--- src/rtl/pulse_stretch_multi.sv ---
// Multi-channel pulse stretcher: each channel turns a level or rising-edge trigger
// into a pulse of a runtime-programmable length, with optional retrigger and abort.
module pulse_stretch_multi #(
    parameter int NUM_CH = 4,
    parameter int LEN_W  = 8,
    parameter int RETRIG = 0
) (
    input  logic                    clk,
    input  logic                    rst,
    input  logic                    edge_mode,
    input  logic [NUM_CH-1:0]       trig,
    input  logic [NUM_CH*LEN_W-1:0] len,
    input  logic [NUM_CH-1:0]       abort,
    output logic [NUM_CH-1:0]       pulse_out,
    output logic [NUM_CH-1:0]       done,
    output logic                    busy
);

    typedef enum logic {S_IDLE = 1'b0, S_ACTIVE = 1'b1} state_t;

    localparam logic [LEN_W-1:0] LEN_ZERO = '0;
    localparam logic [LEN_W-1:0] LEN_ONE  = LEN_W'(1);

    logic [NUM_CH-1:0] r_trig_q;
    logic [NUM_CH-1:0] r_done;
    logic              r_busy;
    logic [NUM_CH-1:0] w_done_next;
    logic [NUM_CH-1:0] w_pulse;

    genvar gi;
    generate
        for (gi = 0; gi < NUM_CH; gi++) begin : g_ch
            state_t           r_state;
            state_t           w_state_next;
            logic [LEN_W-1:0] r_cnt;
            logic [LEN_W-1:0] w_cnt_next;
            logic [LEN_W-1:0] r_len_q;
            logic [LEN_W-1:0] w_len_q_next;
            logic [LEN_W-1:0] w_len;
            logic             w_ev;
            logic             w_len_zero;
            logic             w_len_one;
            logic             w_last;
            logic             w_done_nx;
            logic             w_pulse_ch;

            assign w_len      = len[gi*LEN_W +: LEN_W];
            assign w_ev       = edge_mode ? (trig[gi] & ~r_trig_q[gi]) : trig[gi];
            assign w_len_zero = (w_len == LEN_ZERO);
            assign w_len_one  = (w_len == LEN_ONE);
            assign w_last     = (r_cnt == (r_len_q - LEN_ONE));

            always_ff @(posedge clk) begin
                if (rst) begin
                    r_state <= S_IDLE;
                    r_cnt   <= '0;
                    r_len_q <= '0;
                end else begin
                    r_state <= w_state_next;
                    r_cnt   <= w_cnt_next;
                    r_len_q <= w_len_q_next;
                end
            end

            // Abort outranks everything, including an event in the same cycle.
            always_comb begin
                w_state_next = r_state;
                w_cnt_next   = r_cnt;
                w_len_q_next = r_len_q;
                w_done_nx    = 1'b0;
                if (abort[gi]) begin
                    w_state_next = S_IDLE;
                    w_cnt_next   = '0;
                end else begin
                    case (r_state)
                        S_IDLE: begin
                            if (w_ev && !w_len_zero) begin
                                w_len_q_next = w_len;
                                if (w_len_one) begin
                                    w_done_nx = 1'b1;
                                end else begin
                                    w_cnt_next   = LEN_ONE;
                                    w_state_next = S_ACTIVE;
                                end
                            end
                        end
                        S_ACTIVE: begin
                            if ((RETRIG != 0) && w_ev && !w_len_zero) begin
                                w_len_q_next = w_len;
                                if (w_len_one) begin
                                    w_state_next = S_IDLE;
                                    w_cnt_next   = '0;
                                    w_done_nx    = 1'b1;
                                end else begin
                                    w_cnt_next = LEN_ONE;
                                end
                            end else if (w_last) begin
                                w_state_next = S_IDLE;
                                w_cnt_next   = '0;
                                w_done_nx    = 1'b1;
                            end else begin
                                w_cnt_next = r_cnt + LEN_ONE;
                            end
                        end
                        default: begin
                            w_state_next = S_IDLE;
                            w_cnt_next   = '0;
                        end
                    endcase
                end
            end

            // The starting cycle is high combinationally, before the state register moves.
            always_comb begin
                w_pulse_ch = 1'b0;
                if (!rst && !abort[gi]) begin
                    w_pulse_ch = (r_state == S_ACTIVE) || (w_ev && !w_len_zero);
                end
            end

            assign w_done_next[gi] = w_done_nx;
            assign w_pulse[gi]     = w_pulse_ch;
        end
    endgenerate

    // busy lags the pulse by one cycle, so it covers the starting cycle too.
    always_ff @(posedge clk) begin
        if (rst) begin
            r_trig_q <= '0;
            r_done   <= '0;
            r_busy   <= 1'b0;
        end else begin
            r_trig_q <= trig;
            r_done   <= w_done_next;
            r_busy   <= |w_pulse;
        end
    end

    assign pulse_out = w_pulse;
    assign done      = r_done;
    assign busy      = r_busy;

endmodule
--- config.mk ---
export PLATFORM = sky130hd
export DESIGN_NAME = pulse_stretch_multi
export DESIGN_NICKNAME = d
export VERILOG_FILES = /design/src/rtl/pulse_stretch_multi.sv
export SDC_FILE = /design/constraint.sdc
export NUM_CORES = 1
export LEC_CHECK = 0
export ABC_CLOCK_PERIOD_IN_PS = 3160
export CAP_MARGIN = 10
export CELL_PAD_IN_SITES_DETAIL_PLACEMENT = 0
export CELL_PAD_IN_SITES_GLOBAL_PLACEMENT = 1
export CORE_ASPECT_RATIO = 1.2
export CORE_MARGIN = 2
export CORE_UTILIZATION = 42
export DETAILED_ROUTE_END_ITERATION = 6
export GPL_TIMING_DRIVEN = 1
export PLACE_DENSITY = 0.82
export SYNTH_ARGS = -nofsm -noshare
export SYNTH_HDL_FRONTEND = slang
export SYNTH_SLANG_ARGS = --single-unit
--- constraint.sdc ---
create_clock -name clk -period 3.16 [get_ports clk]
set_clock_uncertainty 0.15 [all_clocks]
set_input_delay 0.316 -clock clk [delete_from_list [all_inputs] [get_ports clk]]
set_output_delay 0.316 -clock clk [all_outputs]
set_load 0.02 [all_outputs]
==> flow_summary_export.csv, run 1 <==
group,metric,value,unit
floorplanning,initial_core_util,42.7,%
timing,finalWorstSetupSlack,0.267,ns
cts,clock_latency,0.34,ns
finish,utilization,52.5,%
placement,place_ws,0.203,ns
finish,mostFrequentLayoutCell,"dfxtp_1",
detailed_routing,drt-pass1-iter-count,4,
cts,cts_tree,"built",
detailed_routing,wl,9.77,mm
worst_setup_path,startpoint_type,"input pin",
timing,finalCriticalPeriod,2.89,ns
run,drv_cap,0,
logic_synthesis,synth_async_sr_flop_share,0,%
floorplanning,die_w,95.6,um
finish,drive_above_1_share,5.98,%
floorplanning,die_height,114,um
logic_synthesis,synth_warnings,0,
grt,grt_max_degree,22,
cts,cts-root-buf,"clkbuf_16",
finish,syn2layout_area_growth,22.9,%
logic_synthesis,syn_avg_cell_area,8.28,um^2
placement,hpwl,7.40,mm
grt,grt_pass1_wl,16.7,mm
timing,setup_viol,0,
finish,multi_input_area,2510,um^2
timing,max_freq,346,MHz
power,vdd_drop_max,0.245,mV
detailed_routing,drc,0,
grt,antenna_found_initial,0,
logic_synthesis,synth_nets,562,
floorplanning,fp-row-count,40,
grt,grt_overflow,0,
finish,final_cell_mix,"dfxtp_1, nor2_1, clkdlybuf4s50_1",
logic_synthesis,synth_seq_cells,77,
detailed_routing,postRouteAntennaNets,0,
timing,tightest_slew,0.521,ns
worst_setup_path,required,2.69,ns
cts,postCtsSetupRepairBufs,0,
cts,hold_buffers,0,
worst_setup_path,critPathMaxFanout,3,
logic_synthesis,synth_top_area_share,36.4,%
timing,rsz0062_at_grt,"false",
worst_setup_path,arrival,2.43,ns
floorplanning,io-pin-count,52,
detailed_routing,drt-vias-per-instance,5.46,
grt,grtUsageTotal,19.1,%
worst_setup_path,path_class,"input pin to output port",
floorplanning,core,9910,um^2
cts,h-tree-depth,3,
logic_synthesis,yosys.area.top_type,"dfxtp_1",
timing,maxSlewViolCount,0,
power,finalPower,2.48,mW
finish,fin_area,5200,um^2
timing,finalSetupTns,0,ns
timing,relSlewSlack,65.0,%
cts,clk_pin_slew,0.06,ns
placement,place.gp.congestion,0.815,
logic_synthesis,syn-instance-count,511,
detailed_routing,num_vias,3797,
floorplanning,die_area,10900,um^2
finish,n_fill_cell,937,
timing,period_share,91.6,%
logic_synthesis,synth_top_flop_cell,"dfxtp_1",
cts,clockBufferDepth,2,
logic_synthesis,synth_edf_count,0,
finish,regArea,1540,um^2
logic_synthesis,synth_area,4230,um^2
worst_setup_path,cp-end-kind,"output port",
placement,place_area,4880,um^2
finish,nets,615,
placement,portBuffers,51,
outcome,status,"completed",
cts,cts_buffers,9,
detailed_routing,wire_per_inst,14.1,um
detailed_routing,first_iter_violations,100,
power,p_leak,2.00,nW
power,p_per_area,476,nW/um^2
cts,cts.sinks,77,
logic_synthesis,synth_cell_type_count,58,
hold_path,worstHoldPathType,"register to register",
timing,hold_viol,0,
logic_synthesis,ys_seq_area_share,36.4,%
finish,n_antenna_cell,0,
grt,grt_pass1_vias,3607,
cts,ctsResizeCount,0,
logic_synthesis,synth_top_cells_by_area,"dfxtp_1, mux2i_1, nor2_1",
## power by group
group	internal, mW	switching [mW]
Clock	0.711	0.407
Combinational	0.165	0.152
Sequential	1.00	0.0394
## layer usage
layer / share of wire (%) / vias up / GRT usage (%) / routed length (um)
met5: 0 / - / 0 / 0
met4: 1.7 / 0 / 6.95 / 162
met3: 3.4 / 15 / 3.50 / 333
met2: 48 / 64 / 31.1 / 4720
met1: 47 / 1799 / 25.2 / 4550
li1: - / 1919 / - / -
## through the flow
stage,hold slack (ns),cells
global route,0.379,695
finish,0.355,695
detailed placement,0.346,679
CTS,0.355,695
global placement,0.335,679
floorplan,0.294,511
## cells by family after synthesis
| logic type | after synthesis | share of synthesized area [%] |
|---|---|---|
| xor gates and xnor gates | 51 | 10.6 |
| DFF | 77 | 36.4 |
| muxes | 31 | 7.33 |
| AOI/OAI and AO/OA | 85 | 13.7 |
| adders and majority gates | 8 | 2.36 |
| buffers and inverters | 41 | 4.17 |
| and+or+nand+nor | 218 | 25.5 |
## synth_stat cells, types with 8 or more instances
master,count
ha_1,8
inv_1,23
and2_1,8
nand4_1,11
xor2_1,20
o21ai_0,18
xnor2_1,31
mux2i_1,31
dfxtp_1,77
nor2_1,76
a21oi_1,15
nand3_1,15
nor3_1,16
nand2_1,40
clkbuf_1,13
## final cells by class
cell class,count,share of cell area [%]
Tap cell,126,3.03
Multi-Input combinational cell,393,48.3
Clock inverter,6,1.66
Timing Repair Buffer,60,11.1
Sequential cell,77,29.6
Clock buffer,10,4.59
Inverter,23,1.66
## worst paths after layout
path | from | depth (start not counted) | slack [ns] | endpoint
setup / recovery | len[18] | 7 | 0.27 | pulse_out[2]
hold / removal | g_ch[0].r_cnt[7]$_SDFFE_PN0P_ | 2 | 0.36 | g_ch[0].r_cnt[7]$_SDFFE_PN0P_
setup reg to reg | g_ch[2].r_len_q[2]$_SDFFE_PP0P_ | 6 | 0.42 | g_ch[2].r_state$_SDFF_PN0_
hold reg to reg | g_ch[0].r_cnt[7]$_SDFFE_PN0P_ | 2 | 0.36 | g_ch[0].r_cnt[7]$_SDFFE_PN0P_
## state kept, by name, summed over array words and instances, names as in the netlist
register and flops:
g_ch.r_len_q 32, busy 1, g_ch.r_state 4, r_trig_q 4, g_ch.r_cnt 32, done 4
## worst max-delay path, cell delays in order
cell	delay, ns
clkdlybuf4s50_1	0.42
nor4_1	0.47
nand2_1	0.17
o21a_1	0.21
o21ai_0	0.23
inv_1	0.08
clkdlybuf4s50_1	0.54
(Power assumes the default switching activity.)
==> inputs of run 2 (changes only) <==
--- a/config.mk
+++ b/config.mk
@@ -15,6 +15,7 @@
 export DETAILED_ROUTE_END_ITERATION = 6
 export GPL_TIMING_DRIVEN = 1
 export PLACE_DENSITY = 0.82
+export SKIP_CTS_REPAIR_TIMING = 1
 export SYNTH_ARGS = -nofsm -noshare
 export SYNTH_HDL_FRONTEND = slang
 export SYNTH_SLANG_ARGS = --single-unit
==> constraint.sdc (replaced) <==
create_clock -name clk -period 3.16 [get_ports clk]
set_clock_uncertainty 0.15 [all_clocks]
set_input_delay 0.632 -clock clk [delete_from_list [all_inputs] [get_ports clk]]
set_output_delay 0.632 -clock clk [all_outputs]
set_load 0.02 [all_outputs]
==> run 2 against run 1 <==
- worst setup slack worse by 0.085 ns
- via count hardly changed
- non-clock buffer count is 22 higher
- total power is 2.1% lower
- clock-buffer cell count is 1 higher
- first-iteration DRC count is 19% lower
- combinational power is 6.9% higher
- sequential power hardly changed
- sequential cell count stayed put
==> flow_summary_export.csv, run 2 (synthesized netlist as in run 1, its figures left out) <==
group,metric,value,unit
worst_setup_path,critPathMaxFanout,2,
cts,cts_buffers,9,
grt,grtUsageMet2,32.5,%
finish,nets,637,
detailed_routing,first_iter_violations,81,
floorplanning,fp-row-count,40,
worst_setup_path,path_cells,"clkdlybuf4s50_1, nor4_2, nand2_1, o21a_1, o21ai_2, inv_1, dlymetal6s2s_1",
cts,cts.sinks,77,
worst_setup_path,reg2regPathDepth,6,
worst_setup_path,slowest_stage,"clkdlybuf4s50_1",
worst_setup_path,path_class,"input pin to output port",
grt,grt_max_degree,29,
detailed_routing,drc,0,
timing,period_share,94.2,%
cts,cts_tree,"built",
timing,max_freq,336,MHz
finish,utilization,54.3,%
timing,tightest_slew,0.575,ns
timing,setup_viol,0,
grt,antenna_found_initial,0,
timing,relSlewSlack,61.3,%
run,drv_cap,0,
detailed_routing,num_vias,3800,
timing,rsz0062_at_grt,"false",
grt,grt_overflow,0,
grt,busiest_layer,"met2",
grt,grt_pass1_wl,17.1,mm
cts,h-tree-depth,3,
floorplanning,die_w,95.6,um
timing,maxSlewViolCount,0,
finish,regArea,1540,um^2
timing,finalCriticalPeriod,2.98,ns
grt,grt_use_met3,4.23,%
placement,hpwl,7.58,mm
detailed_routing,drt-vias-per-instance,5.31,
floorplanning,die_height,114,um
worst_setup_path,startpoint_type,"input pin",
worst_setup_path,arrival,2.20,ns
worst_setup_path,required,2.38,ns
cts,clock_latency,0.34,ns
finish,n_antenna_cell,0,
grt,grtUsageTotal,19.8,%
finish,multi_input_area,2530,um^2
cts,cts-root-buf,"clkbuf_16",
cts,clk_pin_slew,0.05,ns
detailed_routing,wl,9.99,mm
finish,n_fill_cell,924,
grt,grt_pass1_vias,3765,
worst_setup_path,cp_num_cells,7,
finish,syn2layout_area_growth,27.2,%
hold_path,worstHoldPathType,"register to register",
outcome,status,"completed",
finish,mostFrequentLayoutCell,"dfxtp_1",
timing,hold_viol,0,
power,p_leak,2.17,nW
detailed_routing,wire_per_inst,13.9,um
worst_setup_path,crit_path_max_incr_delay,0.46,ns
power,vdd_drop_max,0.290,mV
finish,largestRegisters,"g_ch.r_cnt x32, g_ch.r_len_q x32",
finish,drive_above_1_share,9.83,%
detailed_routing,drt-pass1-iter-count,4,
floorplanning,io-pin-count,52,
worst_setup_path,cp-end-kind,"output port",
worst_setup_path,path_delay_family,"buffers and inverters",
floorplanning,initial_core_util,42.7,%
placement,portBuffers,51,
power,p_per_area,450,nW/um^2
finish,final_cell_mix,"dfxtp_1, nor2_1, clkdlybuf4s50_1",
power,finalPower,2.42,mW
floorplanning,core,9910,um^2
floorplanning,die_area,10900,um^2
worst_setup_path,path_buf_inv,3,
hold_path,holdPathStages,2,
cts,clockBufferDepth,2,
grt,gr-usage-met1,25.2,%
detailed_routing,postRouteAntennaNets,0,
placement,place.gp.congestion,0.814,
[run 2: metrics by stage]
step	worst slack, ns	instances	instance area, um^2	hold slack [ns]	setup TNS, ns
2_1_floorplan	0.582	511	4230	0.313	0
3_3_place_gp	-0.341	701	5060	0.333	-0.855
3_5_place_dp	-0.308	701	5060	0.343	-0.718
4_1_cts	-0.329	716	5360	0.351	-0.794
5_1_grt	0.0381	716	5380	0.387	0
6_report	0.182	716	5380	0.351	0
[run 2: path summary, 6_finish.rpt]
check                                                startpoint  slack, ns                         endpoint
worst min-delay path            g_ch[3].r_len_q[6]$_SDFFE_PP0P_       0.35  g_ch[3].r_len_q[6]$_SDFFE_PP0P_
worst min register to register  g_ch[3].r_len_q[6]$_SDFFE_PP0P_       0.35  g_ch[3].r_len_q[6]$_SDFFE_PP0P_
worst max register to register  g_ch[2].r_len_q[2]$_SDFFE_PP0P_       0.41       g_ch[2].r_state$_SDFF_PN0_
worst max-delay path                                    len[18]       0.18                     pulse_out[2]
[run 2: layer usage]
layer	up-vias	share of wire [%]	routed length (um)
li1	1959	-	-
met1	1765	47	4660
met2	63	48	4840
met3	13	3.2	321
met4	0	1.7	165
met5	-	0	0
[run 2: worst min-delay path: cells and delay by family (launching register included)]
kind             cells  cell delay, ns
DFF                  1            0.33
muxes                1            0.07
and+or+nand+nor      1            0.07
[run 2: cell type report]
| type | instances | area share (%) |
|---|---|---|
| Timing Repair Buffer | 82 | 14.2 |
| Clock buffer | 11 | 4.70 |
| Sequential cell | 77 | 28.6 |
| Inverter | 23 | 1.60 |
| Multi-Input combinational cell | 393 | 47.0 |
| Tap cell | 126 | 2.93 |
| Clock inverter | 4 | 0.883 |
[run 2: report_power, final]
part | internal, mW | total [mW] | leakage (nW) | switching [mW]
clock network | 0.647 | 1.04 | 0.147 | 0.398
registers | 1.00 | 1.04 | 0.626 | 0.0400
logic | 0.181 | 0.339 | 1.39 | 0.158
